==> src/rtl/dmem_arbiter.sv <==
// Round-robin share of one single-port dmem between LSU (port 0) and debug/DMA (port 1).
// Accept->response latency 2 cycles; at most one request in flight, req_ready is low during ACCESS.
module dmem_arbiter #(
   parameter int unsigned DEPTH_WORDS = 256
) (
   input  logic        clk,
   input  logic        rst_n,
   input  logic [1:0]  req_valid,
   output logic [1:0]  req_ready,
   input  logic [1:0]  req_we,
   input  logic [3:0]  req_size,
   input  logic [1:0]  req_unsigned,
   input  logic [63:0] req_addr,
   input  logic [63:0] req_wdata,
   output logic [1:0]  resp_valid,
   output logic        resp_err,
   output logic [31:0] resp_rdata,
   output logic        mem_we,
   output logic [3:0]  mem_be,
   output logic [31:0] mem_addr,
   output logic [31:0] mem_wd,
   input  logic [31:0] mem_rd
);
   typedef enum logic [1:0] {IDLE, ACCESS, RESP} state_t;

   typedef struct packed {
      logic        port;
      logic        we;
      logic [1:0]  size;
      logic        uns;
      logic [31:0] addr;
      logic [31:0] wdata;
   } hold_t;

   state_t      r_state;
   hold_t       r_hold;
   logic        r_last_grant;
   logic [1:0]  r_resp_valid;
   logic        r_resp_err;

   hold_t       w_req;
   logic        w_win;
   logic        w_accept;
   logic        w_mis;
   logic        w_err;
   logic [3:0]  w_be;
   logic [31:0] w_wd;
   logic [31:0] w_lane;
   logic [31:0] w_ext;

   // A tie goes to the port that did not win last; a lone requester always wins.
   always_comb begin
      w_win    = (&req_valid) ? ~r_last_grant : req_valid[1];
      w_accept = (r_state != ACCESS) && (|req_valid);
      req_ready = 2'b00;
      if (w_accept) req_ready = w_win ? 2'b10 : 2'b01;
      w_req.port  = w_win;
      w_req.we    = w_win ? req_we[1]        : req_we[0];
      w_req.size  = w_win ? req_size[3:2]    : req_size[1:0];
      w_req.uns   = w_win ? req_unsigned[1]  : req_unsigned[0];
      w_req.addr  = w_win ? req_addr[63:32]  : req_addr[31:0];
      w_req.wdata = w_win ? req_wdata[63:32] : req_wdata[31:0];
   end

   always_comb begin
      w_mis = 1'b0;
      w_be  = 4'b0000;
      w_wd  = r_hold.wdata;
      case (r_hold.size)
         2'b00: begin
            w_be = 4'b0001 << r_hold.addr[1:0];
            w_wd = {4{r_hold.wdata[7:0]}};
         end
         2'b01: begin
            w_mis = r_hold.addr[0];
            w_be  = r_hold.addr[1] ? 4'b1100 : 4'b0011;
            w_wd  = {2{r_hold.wdata[15:0]}};
         end
         2'b10: begin
            w_mis = |r_hold.addr[1:0];
            w_be  = 4'b1111;
         end
         default: w_mis = 1'b1;
      endcase
      w_err = w_mis || ({2'b00, r_hold.addr[31:2]} >= DEPTH_WORDS);

      mem_we   = 1'b0;
      mem_be   = 4'b0000;
      mem_addr = 32'h0;
      mem_wd   = 32'h0;
      if ((r_state == ACCESS) && !w_err) begin
         mem_we   = r_hold.we;
         mem_be   = w_be;
         mem_addr = {r_hold.addr[31:2], 2'b00};
         mem_wd   = w_wd;
      end
   end

   // r_hold still describes the responding request in RESP; it is only overwritten at the end of that cycle.
   always_comb begin
      w_lane = mem_rd >> {r_hold.addr[1:0], 3'b000};
      case (r_hold.size)
         2'b00:   w_ext = r_hold.uns ? {24'h0, w_lane[7:0]}  : {{24{w_lane[7]}}, w_lane[7:0]};
         2'b01:   w_ext = r_hold.uns ? {16'h0, w_lane[15:0]} : {{16{w_lane[15]}}, w_lane[15:0]};
         default: w_ext = w_lane;
      endcase
      resp_rdata = ((|r_resp_valid) && !r_resp_err && !r_hold.we) ? w_ext : 32'h0;
      resp_valid = r_resp_valid;
      resp_err   = r_resp_err;
   end

   always_ff @(posedge clk or negedge rst_n) begin
      if (!rst_n) begin
         r_state      <= IDLE;
         r_hold       <= '0;
         r_last_grant <= 1'b1;
         r_resp_valid <= 2'b00;
         r_resp_err   <= 1'b0;
      end else begin
         r_resp_valid <= 2'b00;
         r_resp_err   <= 1'b0;
         case (r_state)
            ACCESS: begin
               r_resp_valid <= r_hold.port ? 2'b10 : 2'b01;
               r_resp_err   <= w_err;
               r_state      <= RESP;
            end
            default: begin
               if (w_accept) begin
                  r_hold       <= w_req;
                  r_last_grant <= w_win;
                  r_state      <= ACCESS;
               end else begin
                  r_state <= IDLE;
               end
            end
         endcase
      end
   end
endmodule

==> config.mk <==
export PLATFORM = sky130hd
export DESIGN_NAME = dmem_arbiter
export DESIGN_NICKNAME = d
export VERILOG_FILES = /design/src/rtl/dmem_arbiter.sv
export SDC_FILE = /design/constraint.sdc
export NUM_CORES = 1
export LEC_CHECK = 0
export BUFFER_PORTS_ARGS = -buffer_cell sky130_fd_sc_hd__buf_2
export CAP_MARGIN = 20
export CORE_AREA = 2 2 143 75
export DETAILED_ROUTE_END_ITERATION = 12
export DIE_AREA = 0 0 145 77
export GPL_TIMING_DRIVEN = 0
export PLACE_DENSITY = 0.95
export SYNTH_ARGS = -nofsm -noshare
export SYNTH_HDL_FRONTEND = slang
export SYNTH_SLANG_ARGS = --single-unit
==> constraint.sdc <==
create_clock -name clk -period 6 [get_ports clk]
set_clock_uncertainty 0.1 [all_clocks]
set_input_delay 1.8 -clock clk [delete_from_list [all_inputs] [get_ports clk]]
set_output_delay 1.8 -clock clk [all_outputs]
set_load 0.02 [all_outputs]
==> results of run 1 <==
per-layer routing:
| layer | vias to the layer above | track usage [%] |
|---|---|---|
| met3 | 27 | 9.35 |
| met4 | 0 | 6.53 |
| met5 | - | 0 |
| li1 | 2425 | - |
| met1 | 2550 | 43.4 |
| met2 | 428 | 45.3 |
flip-flops by register name, summed over array words and instances, names as in the netlist:
| register | flops |
|---|---|
| r_hold | 69 |
| r_last_grant | 1 |
| r_state | 2 |
| resp_err | 1 |
| resp_valid | 2 |
final timing paths:
check                                      to          from
worst max register to register     r_hold[19]    r_state[0]
worst min register to register  resp_valid[0]    r_hold[68]
worst min-delay path            resp_valid[0]    r_hold[68]
worst max-delay path             req_ready[1]  req_valid[0]
min in group asynchronous          r_hold[23]         rst_n
max in group asynchronous        r_last_grant         rst_n
placed cells by master (no fill, tap or decap), types with 2 or more instances in the layout:
cell type | Yosys | routed
clkinvlp_4 | 0 | 2
and2_1 | 8 | 8
a211oi_1 | 15 | 15
mux2i_1 | 39 | 39
o21ai_1 | 2 | 2
buf_4 | 24 | 25
a222oi_1 | 68 | 68
and3_1 | 19 | 19
inv_1 | 73 | 73
nor2_1 | 32 | 32
or3_1 | 2 | 2
a21oi_1 | 18 | 18
buf_1 | 3 | 3
nor4_1 | 5 | 5
o21ai_0 | 15 | 15
buf_2 | 18 | 270
mux2_2 | 2 | 2
a21o_1 | 2 | 2
nand2_1 | 19 | 19
buf_6 | 3 | 3
conb_1 | 1 | 24
nor2b_1 | 8 | 8
clkbuf_16 | 0 | 9
nor3_1 | 22 | 22
nand2b_1 | 5 | 5
dfrtp_1 | 74 | 74
clkbuf_1 | 23 | 23
inv_6 | 0 | 3
power by group:
| group | switching, W | internal, W | leakage [nW] |
|---|---|---|---|
| registers | 0.000209 | 0.000755 | 0.919 |
| clock network | 0.000227 | 0.000286 | 0.135 |
| logic | 0.000918 | 0.000613 | 2.70 |
| total | 0.00135 | 0.00165 | 3.75 |
final cells by class:
class / instances / area [um2]
Buffer: 72 / 407
Clock buffer: 9 / 225
Clock inverter: 7 / 57.6
Fill cell: 804 / 3400
Inverter: 73 / 274
Multi-Input combinational cell: 319 / 2200
Sequential cell: 75 / 1880
Tap cell: 140 / 175
Timing Repair Buffer: 254 / 1300
cells in the mapped netlist, drive strengths merged:
master and n:
nand2b 5, nor4 5, a2111o 1, or3 2, a211oi 15, o211ai 1, a22oi 1, buf 48
or2 2, mux2 3, nand3b 1, clkbuf 24, mux2i 39, nand2 19, a21o 2, inv 73
o2111ai 1, dfstp 1, and2 8, a222oi 68, o21ai 17, nand4 1, a21oi 18, and3 19
nor2b 8, and2b 1, dfrtp 74, o2111a 1, xnor2 1, conb 1, o21ba 1, nor2 33
nor3 22
critical path, cell delays in order:
cell and delay [ns]:
buf_2 0.11, nand2_1 0.05, and3_1 0.15, clkbuf_1 0.42, clkbuf_1 0.45, buf_2 0.26
cell families after synthesis:
| logic type | Yosys count |
|---|---|
| muxes | 42 |
| DFF | 75 |
| AOI/OAI and AO/OA | 126 |
| other | 1 |
| and+or+nand+nor | 126 |
| xor gates and xnor gates | 1 |
| buffers and inverters | 145 |
stage by stage:
stage	hold slack (ns)	total power, W
after floorplan	0.318	0.00197
after global placement	0.352	0.00240
after detailed placement	0.349	0.00246
after CTS	0.366	0.00298
after global routing	0.384	0.00321
final	0.359	0.00301
==> qor.txt, run 1 <==
CTS H-Tree Depth: 3
TritonCTS clock tree: yes
vias in the first global route: 4,896
total of warnings raised by yosys: 0
setup repair bufs after CTS: 0
GRT overflow: 0
CTS resizes: 0
largest net degree at the start of global routing: 67
initial antenna violation count: 1
Peak supply drop: 0.000204 V
nets: 976
Final Max Tran Viols: 0
Detailed Routing Iterations Pass 1: 10
area share of and/or/nand/nor cells after synthesis: 13.6%
min Tclk post-route: 5.13 ns
Die Span X: 145 um
DRT iter0 DRCs: 882
R2R setup slack: 3.76 ns
mean post-synth cell area: 9.06 um2
critical path data arrival time: 3.23 ns
detailed-route wire length per cell: 18.3 um
Die ar.: 11,200 um2
reg2reg path depth: 6
Post-DP Area: 6230 um2
die height: 77 um
hold depth: 1
final worst path period share: 85.5%
Slew Limit Headroom: 35.1%
number of routed nets with antenna violations: 0
Synth Area in XOR/XNOR: 0.187%
Via Count: 5,430
Met3 Routed Length: 2130 um
max_cap viols: 0
Worst setup SP type: input port
first-pass GRT wire length: 26,500 um
# IOs: 278
Final Hold Violating Endpoints: 0
total core area: 9920 um2
Synth Cell Area: 4680 um2
highest routed layer: met4
Power Density: 462 nW/um2
Final Non-Filler Cells: 949
CP Capture Type: output port
mux contribution to synthesized area: 9.07%
Post-Syn Instances: 516
Clock Tree Root: clkbuf_16
fin util: 65.7%
Detail Placement HPWL: 13,600 um
Starting Density: 47.1%
RSZ-0062 raised after global routing: no
CTS Buffer Depth: 2
Crit Path Class: in2out
Synth area leaders: dfrtp_1 40%, a222oi_1 15%, mux2i_1 8.3%
sequential-to-total area share from yosys stat: 40.2%
Synth Area in Adders: 0%
Sink Count: 75
final setup vio count: 0
main combinational cell family by area after synthesis: compound AO/OA/AOI/OAI gates
Metal-1 WL: 7230 um
ant diodes: 0
Num CTS Buffers: 9
Placer Congestion: 0.985
routed vias/inst: 5.72
Min-Delay Path Class: reg2reg
synthesis-stage register bit count: 75
Leak Pwr: 3.75 nW
clock-pin slew of the registers on the worst-case setup and hold paths: 0.06 ns
Synth top area share: 39.6%
setup TNS: 0 ns
cell taking the most area after synthesis: dfrtp_1
f_max: 195 MHz
layout cell share with drive strength beyond 1: 39.9%
wirelength, routed: 17,400 um
worst skew pair latency: 0.33 ns
final worst slack: 0.871 ns
Worst Tran Pin Value: 0.967 ns
Rows: 26
IO buf count: 253
dpl ws: 0.927 ns
# placed instances: 933
status: finished, final reports clean
hold_buf cts: 0
Worst Path Max Fanout: 10
Residual DRC: 0
Required @ worst endpoint: 4.10 ns
wire length on met2: 7730 um
GRT Total Usage: 30.3%
area grow syn2layout: 39.4%
fin area: 6520 um2
compound-cell area share of the yosys netlist: 22.3%
number of distinct library cells after synthesis: 41
Power figures use the tool's default switching activity.
==> inputs of run 2 (changes only) <==
Settings changed: ABC_AREA from default to 1, CORE_AREA 2 2 143 75 to 2 2 150 79, DIE_AREA 0 0 145 77 to 0 0 152 81, SLEW_MARGIN from default to 20.
==> qor.txt, run 2 <==
f_max: 198 MHz
Die ar.: 12,300 um2
# fillers: 1,023
worst skew pair latency: 0.33 ns
Crit Path Class: in2out
Starting Density: 47.7%
Detail Placement HPWL: 15,000 um
die height: 81 um
hold_ws: 0.327 ns
GRT overflow: 0
number of distinct library cells after synthesis: 29
Placer Congestion: 0.936
mean post-synth cell area: 7.25 um2
Leak Pwr: 3.92 nW
count leader, synth: nand2_1
Post-Syn Instances: 739
IO buf count: 253
Required @ worst endpoint: 4.10 ns
GRT Total Usage: 29.9%
wirelength, routed: 18,800 um
critical path data arrival time: 3.16 ns
CTS H-Tree Depth: 3
Synth top area share: 34.6%
layout cell share with drive strength beyond 1: 39.4%
final worst path period share: 84.3%
Residual DRC: 0
max_cap viols: 0
multi-input logic area: 2850 um2
Clock Tree Root: clkbuf_16
largest net degree at the start of global routing: 42
Num CTS Buffers: 9
Slew Limit Headroom: 58.4%
Rows: 28
ant diodes: 0
sequential-to-total area share from yosys stat: 35.0%
synthesis-stage register bit count: 75
max reg flops: 69
setup repair bufs after CTS: 0
number of routed nets with antenna violations: 0
Worst setup SP type: input port
Register Area: 1880 um2
hold_buf cts: 0
Synth top cells by count: 258 x nand2_1, 74 x dfrtp_1, 61 x nand3_1, 50 x inv_1, 45 x nor2_4
fin area: 7250 um2
CTS resizes: 0
commonest non-fill, non-tap cell in the layout: buf_2
Min-Delay Path Class: reg2reg
Post-DP Area: 6920 um2
status: finished, final reports clean
Worst Path Max Fanout: 10
first-pass GRT wire length: 28,800 um
Sink Count: 75
min Tclk post-route: 5.06 ns
nets: 1,199
routed vias/inst: 5.02
clock-pin slew of the registers on the worst-case setup and hold paths: 0.07 ns
Top FF cell, synth: dfrtp_1
Via Count: 5,931
total of warnings raised by yosys: 0
total core area: 11,200 um2
TritonCTS clock tree: yes
fraction of registers with async set/reset: 100%
Die Span X: 152 um
DRT iter0 DRCs: 438
Synth area leaders: dfrtp_1 35%, nand2_1 18%, nor2_4 9.5%
CTS Buffer Depth: 2
Power Density: 459 nW/um2
vias in the first global route: 5,428
cell taking the most area after synthesis: dfrtp_1
most frequent cells in the layout: 268 x buf_2, 258 x nand2_1, 74 x dfrtp_1
Detailed Routing Iterations Pass 1: 7
area grow syn2layout: 35.2%
number of synthesized flops with an enable pin: 0
Peak supply drop: 0.000195 V
CP Capture Type: output port
Final Max Tran Viols: 0
setup TNS: 0 ns
initial antenna violation count: 1
Synth Cell Area: 5360 um2
largest reg by FF count: r_hold
RSZ-0062 raised after global routing: no
Worst Tran Pin Value: 0.623 ns
# IOs: 278
Final Hold Violating Endpoints: 0
final setup vio count: 0
detailed-route wire length per cell: 15.9 um
==> run 2: cell count changes in the layout (fill, tap and decap cells not counted), moves of 22 or more <==
cell | previous run | this run
a222oi_1 | 68 | 0
nor3_1 | 22 | 0
nand2_1 | 19 | 258
a21oi_1 | 18 | 40
nand3_1 | 0 | 61
nor2_4 | 0 | 45
inv_1 | 73 | 50
o211ai_1 | 1 | 33
mux2i_1 | 39 | 0
==> run 2: layout make-up <==
type                            count  share of cell area, %
Sequential cell                    75                   25.9
Tap cell                          150                   2.59
Clock inverter                      6                   1.33
Multi-Input combinational cell    551                   39.3
Clock buffer                       10                   3.16
Inverter                           68                   3.59
Timing Repair Buffer              254                   17.8
Buffer                             68                   6.37
==> run 2: path summary, 6_finish.rpt <==
check / start / to / slack [ns] / cells after the start
worst max-delay path: req_valid[0] / req_ready[1] / 0.94 / 6
worst min-delay path: r_hold[68] / resp_valid[0] / 0.33 / 1
worst max register to register: r_state[0] / r_hold[35] / 4.09 / 6
worst min register to register: r_hold[68] / resp_valid[0] / 0.33 / 1
max in group asynchronous: rst_n / r_last_grant / 3.78 / 2
min in group asynchronous: rst_n / r_hold[21] / 1.35 / 1
==> run 2: layer usage <==
layer  vias to the layer above  global-route usage [%]  routed length [um]
met5                         -                       0                   0
li1                       2876                       -                   -
met2                       322                    45.9                8200
met4                         0                    4.58                 149
met3                        17                    7.04                1850
met1                      2716                    44.0                8630
==> run 2: report_power, final <==
part	leakage (nW)	switching [W]	internal [W]	total (W)
clock	0.156	0.000228	0.000371	0.000599
combinational	2.86	0.00124	0.000569	0.00181
sequential	0.906	0.000154	0.000757	0.000911
==> run 2: metrics by stage <==
stage | power [W] | instances | setup slack, ns | utilization [%]
2_1_floorplan | 0.00216 | 762 | 1.55 | -
3_3_place_gp | 0.00265 | 1165 | 0.892 | 61.3
3_5_place_dp | 0.00270 | 1166 | 0.912 | 61.5
4_1_cts | 0.00331 | 1182 | 0.906 | 64.4
5_1_grt | 0.00356 | 1182 | 0.769 | 64.4
6_report | 0.00332 | 1182 | 0.944 | 64.4
==> run 2: critical path, stage by stage <==
cell      delay (ns)
buf_2           0.11
nand2_1         0.05
nand2_1         0.06
nor2_1          0.43
clkbuf_1        0.45
buf_2           0.26
==> run 2: cells by family (layout without fill, tap and decap cells) <==
group | count (synthesis) | count (layout) | synth area share, %
AND/OR/NAND/NOR | 424 | 424 | 39.2
buffers and inverters | 136 | 406 | 13.5
AO/OA/AOI/OAI | 103 | 103 | 12.2
flip-flops | 75 | 75 | 35.0
other | 1 | 24 | 0.0700
==> inputs of run 3 (changes only) <==
Settings changed: ABC_AREA 1 to 0, CORE_AREA 2 2 150 79 to 2 2 156 82, DIE_AREA 0 0 152 81 to 0 0 158 84, PLACE_DENSITY 0.95 to 0.89.
Clock period 6 ns to 4.3 ns, I/O delays scaled along.
==> qor.txt, run 3 (synthesized netlist as in run 1, its figures left out) <==
status: finished, final reports clean
commonest non-fill, non-tap cell in the layout: buf_2
clock-pin slew of the registers on the worst-case setup and hold paths: 0.06 ns
Starting Density: 38.6%
area grow syn2layout: 40.9%
TritonCTS clock tree: yes
sw frac: 44.5%
setup repair bufs after CTS: 0
final worst slack: 0.192 ns
Final Max Tran Viols: 0
Hold Startpoint: r_hold[68]
Psw: 0.00190 W
CTS Buffer Depth: 2
final worst path period share: 95.5%
first-pass GRT wire length: 26,900 um
min Tclk post-route: 4.11 ns
f_max: 243 MHz
Worst Tran Pin Value: 0.915 ns
Min-Delay Path Class: reg2reg
Slew Limit Headroom: 38.6%
Die ar.: 13,300 um2
Leak Pwr: 3.75 nW
critical path, cell by cell: buf_2 > a211oi_1 > nand4_1 > or2_1 > buf_2 > nor3_1 > buf_2
GRT Total Usage: 26.6%
Residual DRC: 0
Power Density: 650 nW/um2
nets: 976
crit-path max cell delay: 0.39 ns
reg2reg path depth: 6
ant diodes: 0
Final Hold Violating Endpoints: 0
Hold Path End: resp_valid[0]
critical path data arrival time: 2.72 ns
CTS resizes: 0
clock share of power: 18.1%
# IOs: 278
hold depth: 1
Rows: 29
Detail Placement HPWL: 14,300 um
hold_buf cts: 0
Sink Count: 75
Clock Tree Root: clkbuf_16
CTS H-Tree Depth: 3
Num CTS Buffers: 9
Required @ worst endpoint: 2.91 ns
Final Non-Filler Cells: 979
# fillers: 1,141
largest net degree at the start of global routing: 48
Via Count: 5,418
R2R setup slack: 2.07 ns
max reg flops: 69
Detailed Routing Iterations Pass 1: 8
final setup vio count: 0
CP max-delay cell: nor3_1
Worst setup SP type: register
total core area: 12,100 um2
vias in the first global route: 5,097
fin area: 6590 um2
Logic pwr share: 50.5%
# placed instances: 963
dpl ws: 0.214 ns
most frequent cells in the layout: 270 x buf_2, 74 x dfrtp_1, 73 x inv_1
Sequential Power Share: 31.4%
wirelength, routed: 18,100 um
GRT overflow: 0
detailed-route wire length per cell: 18.5 um
die height: 84 um
fin util: 54.4%
multi-input logic area: 2220 um2
max_cap viols: 0
Post-DP Area: 6270 um2
IO buf count: 253
number of routed nets with antenna violations: 0
worst setup path start: r_hold[65]
worst skew pair latency: 0.34 ns
DRT iter0 DRCs: 800
Top cell by count, worst path: buf_2
RSZ-0062 raised after global routing: no
layout cell share with drive strength beyond 1: 40.0%
Worst Path Max Fanout: 10
Crit Reg-Reg Endpoint: resp_err
Peak supply drop: 0.000277 V
initial antenna violation count: 2
setup TNS: 0 ns
Register Area: 1880 um2
Crit Path Class: reg2out
Die Span X: 158 um
largest reg by FF count: r_hold
P_int: 0.00238 W
Placer Congestion: 0.899
CP Capture Type: output port
routed vias/inst: 5.53
critical register-to-register path startpoint: r_hold[65]
## run 3: critical path: cells and delay by family, from the launching register on
family	cells	cell delay [ns]
and+or+nand+nor	3	1.01
DFF	1	0.36
buffers and inverters	3	0.66
AOI/OAI and AO/OA	1	0.36
## run 3: per-layer routing
layer / part of all wire, % / wire [um] / vias up / GRT usage [%]
met4: 0.97 / 176 / 4 / 5.81
li1: - / - / 2430 / -
met3: 11 / 2060 / 29 / 6.75
met5: 0.15 / 27 / - / 0
met2: 44 / 7940 / 372 / 40.2
met1: 44 / 7920 / 2583 / 38.4
## run 3: metrics by stage
stage                     total power, W  hold slack (ns)
after floorplan                  0.00274            0.318
after CTS                        0.00424            0.380
final                            0.00428            0.387
after detailed placement         0.00346            0.362
after global routing             0.00455            0.402
after global placement           0.00338            0.370
## run 3: layout make-up
class                   count  area share [%]
clock inverters             5           0.931
clock buffers              11            3.68
multi-input cells         319            33.6
well taps                 170            3.23
inverters                  73            4.16
flip-flops and latches     75            28.5
repair buffers            254            19.7
plain buffers              72            6.17
## run 3: power groups by stage
stage | combinational [W] | sequential, W | clock, W
2_1_floorplan | 0.00152 | 0.00123 | 0
3_3_place_gp | 0.00206 | 0.00132 | 0
3_5_place_dp | 0.00212 | 0.00134 | 0
4_1_cts | 0.00213 | 0.00132 | 0.000789
5_1_grt | 0.00235 | 0.00138 | 0.000823
6_report | 0.00216 | 0.00134 | 0.000777
## run 3: worst max path at each step
stage | end | slack [ns] | cells past startpoint
final | mem_be[0] | 0.19 | 7
after detailed placement | req_ready[1] | 0.21 | 6
after global placement | req_ready[1] | 0.22 | 6
after CTS | mem_be[2] | 0.11 | 6
after global routing | mem_be[0] | 0.02 | 7
after floorplan | resp_rdata[22] | 0.55 | 5
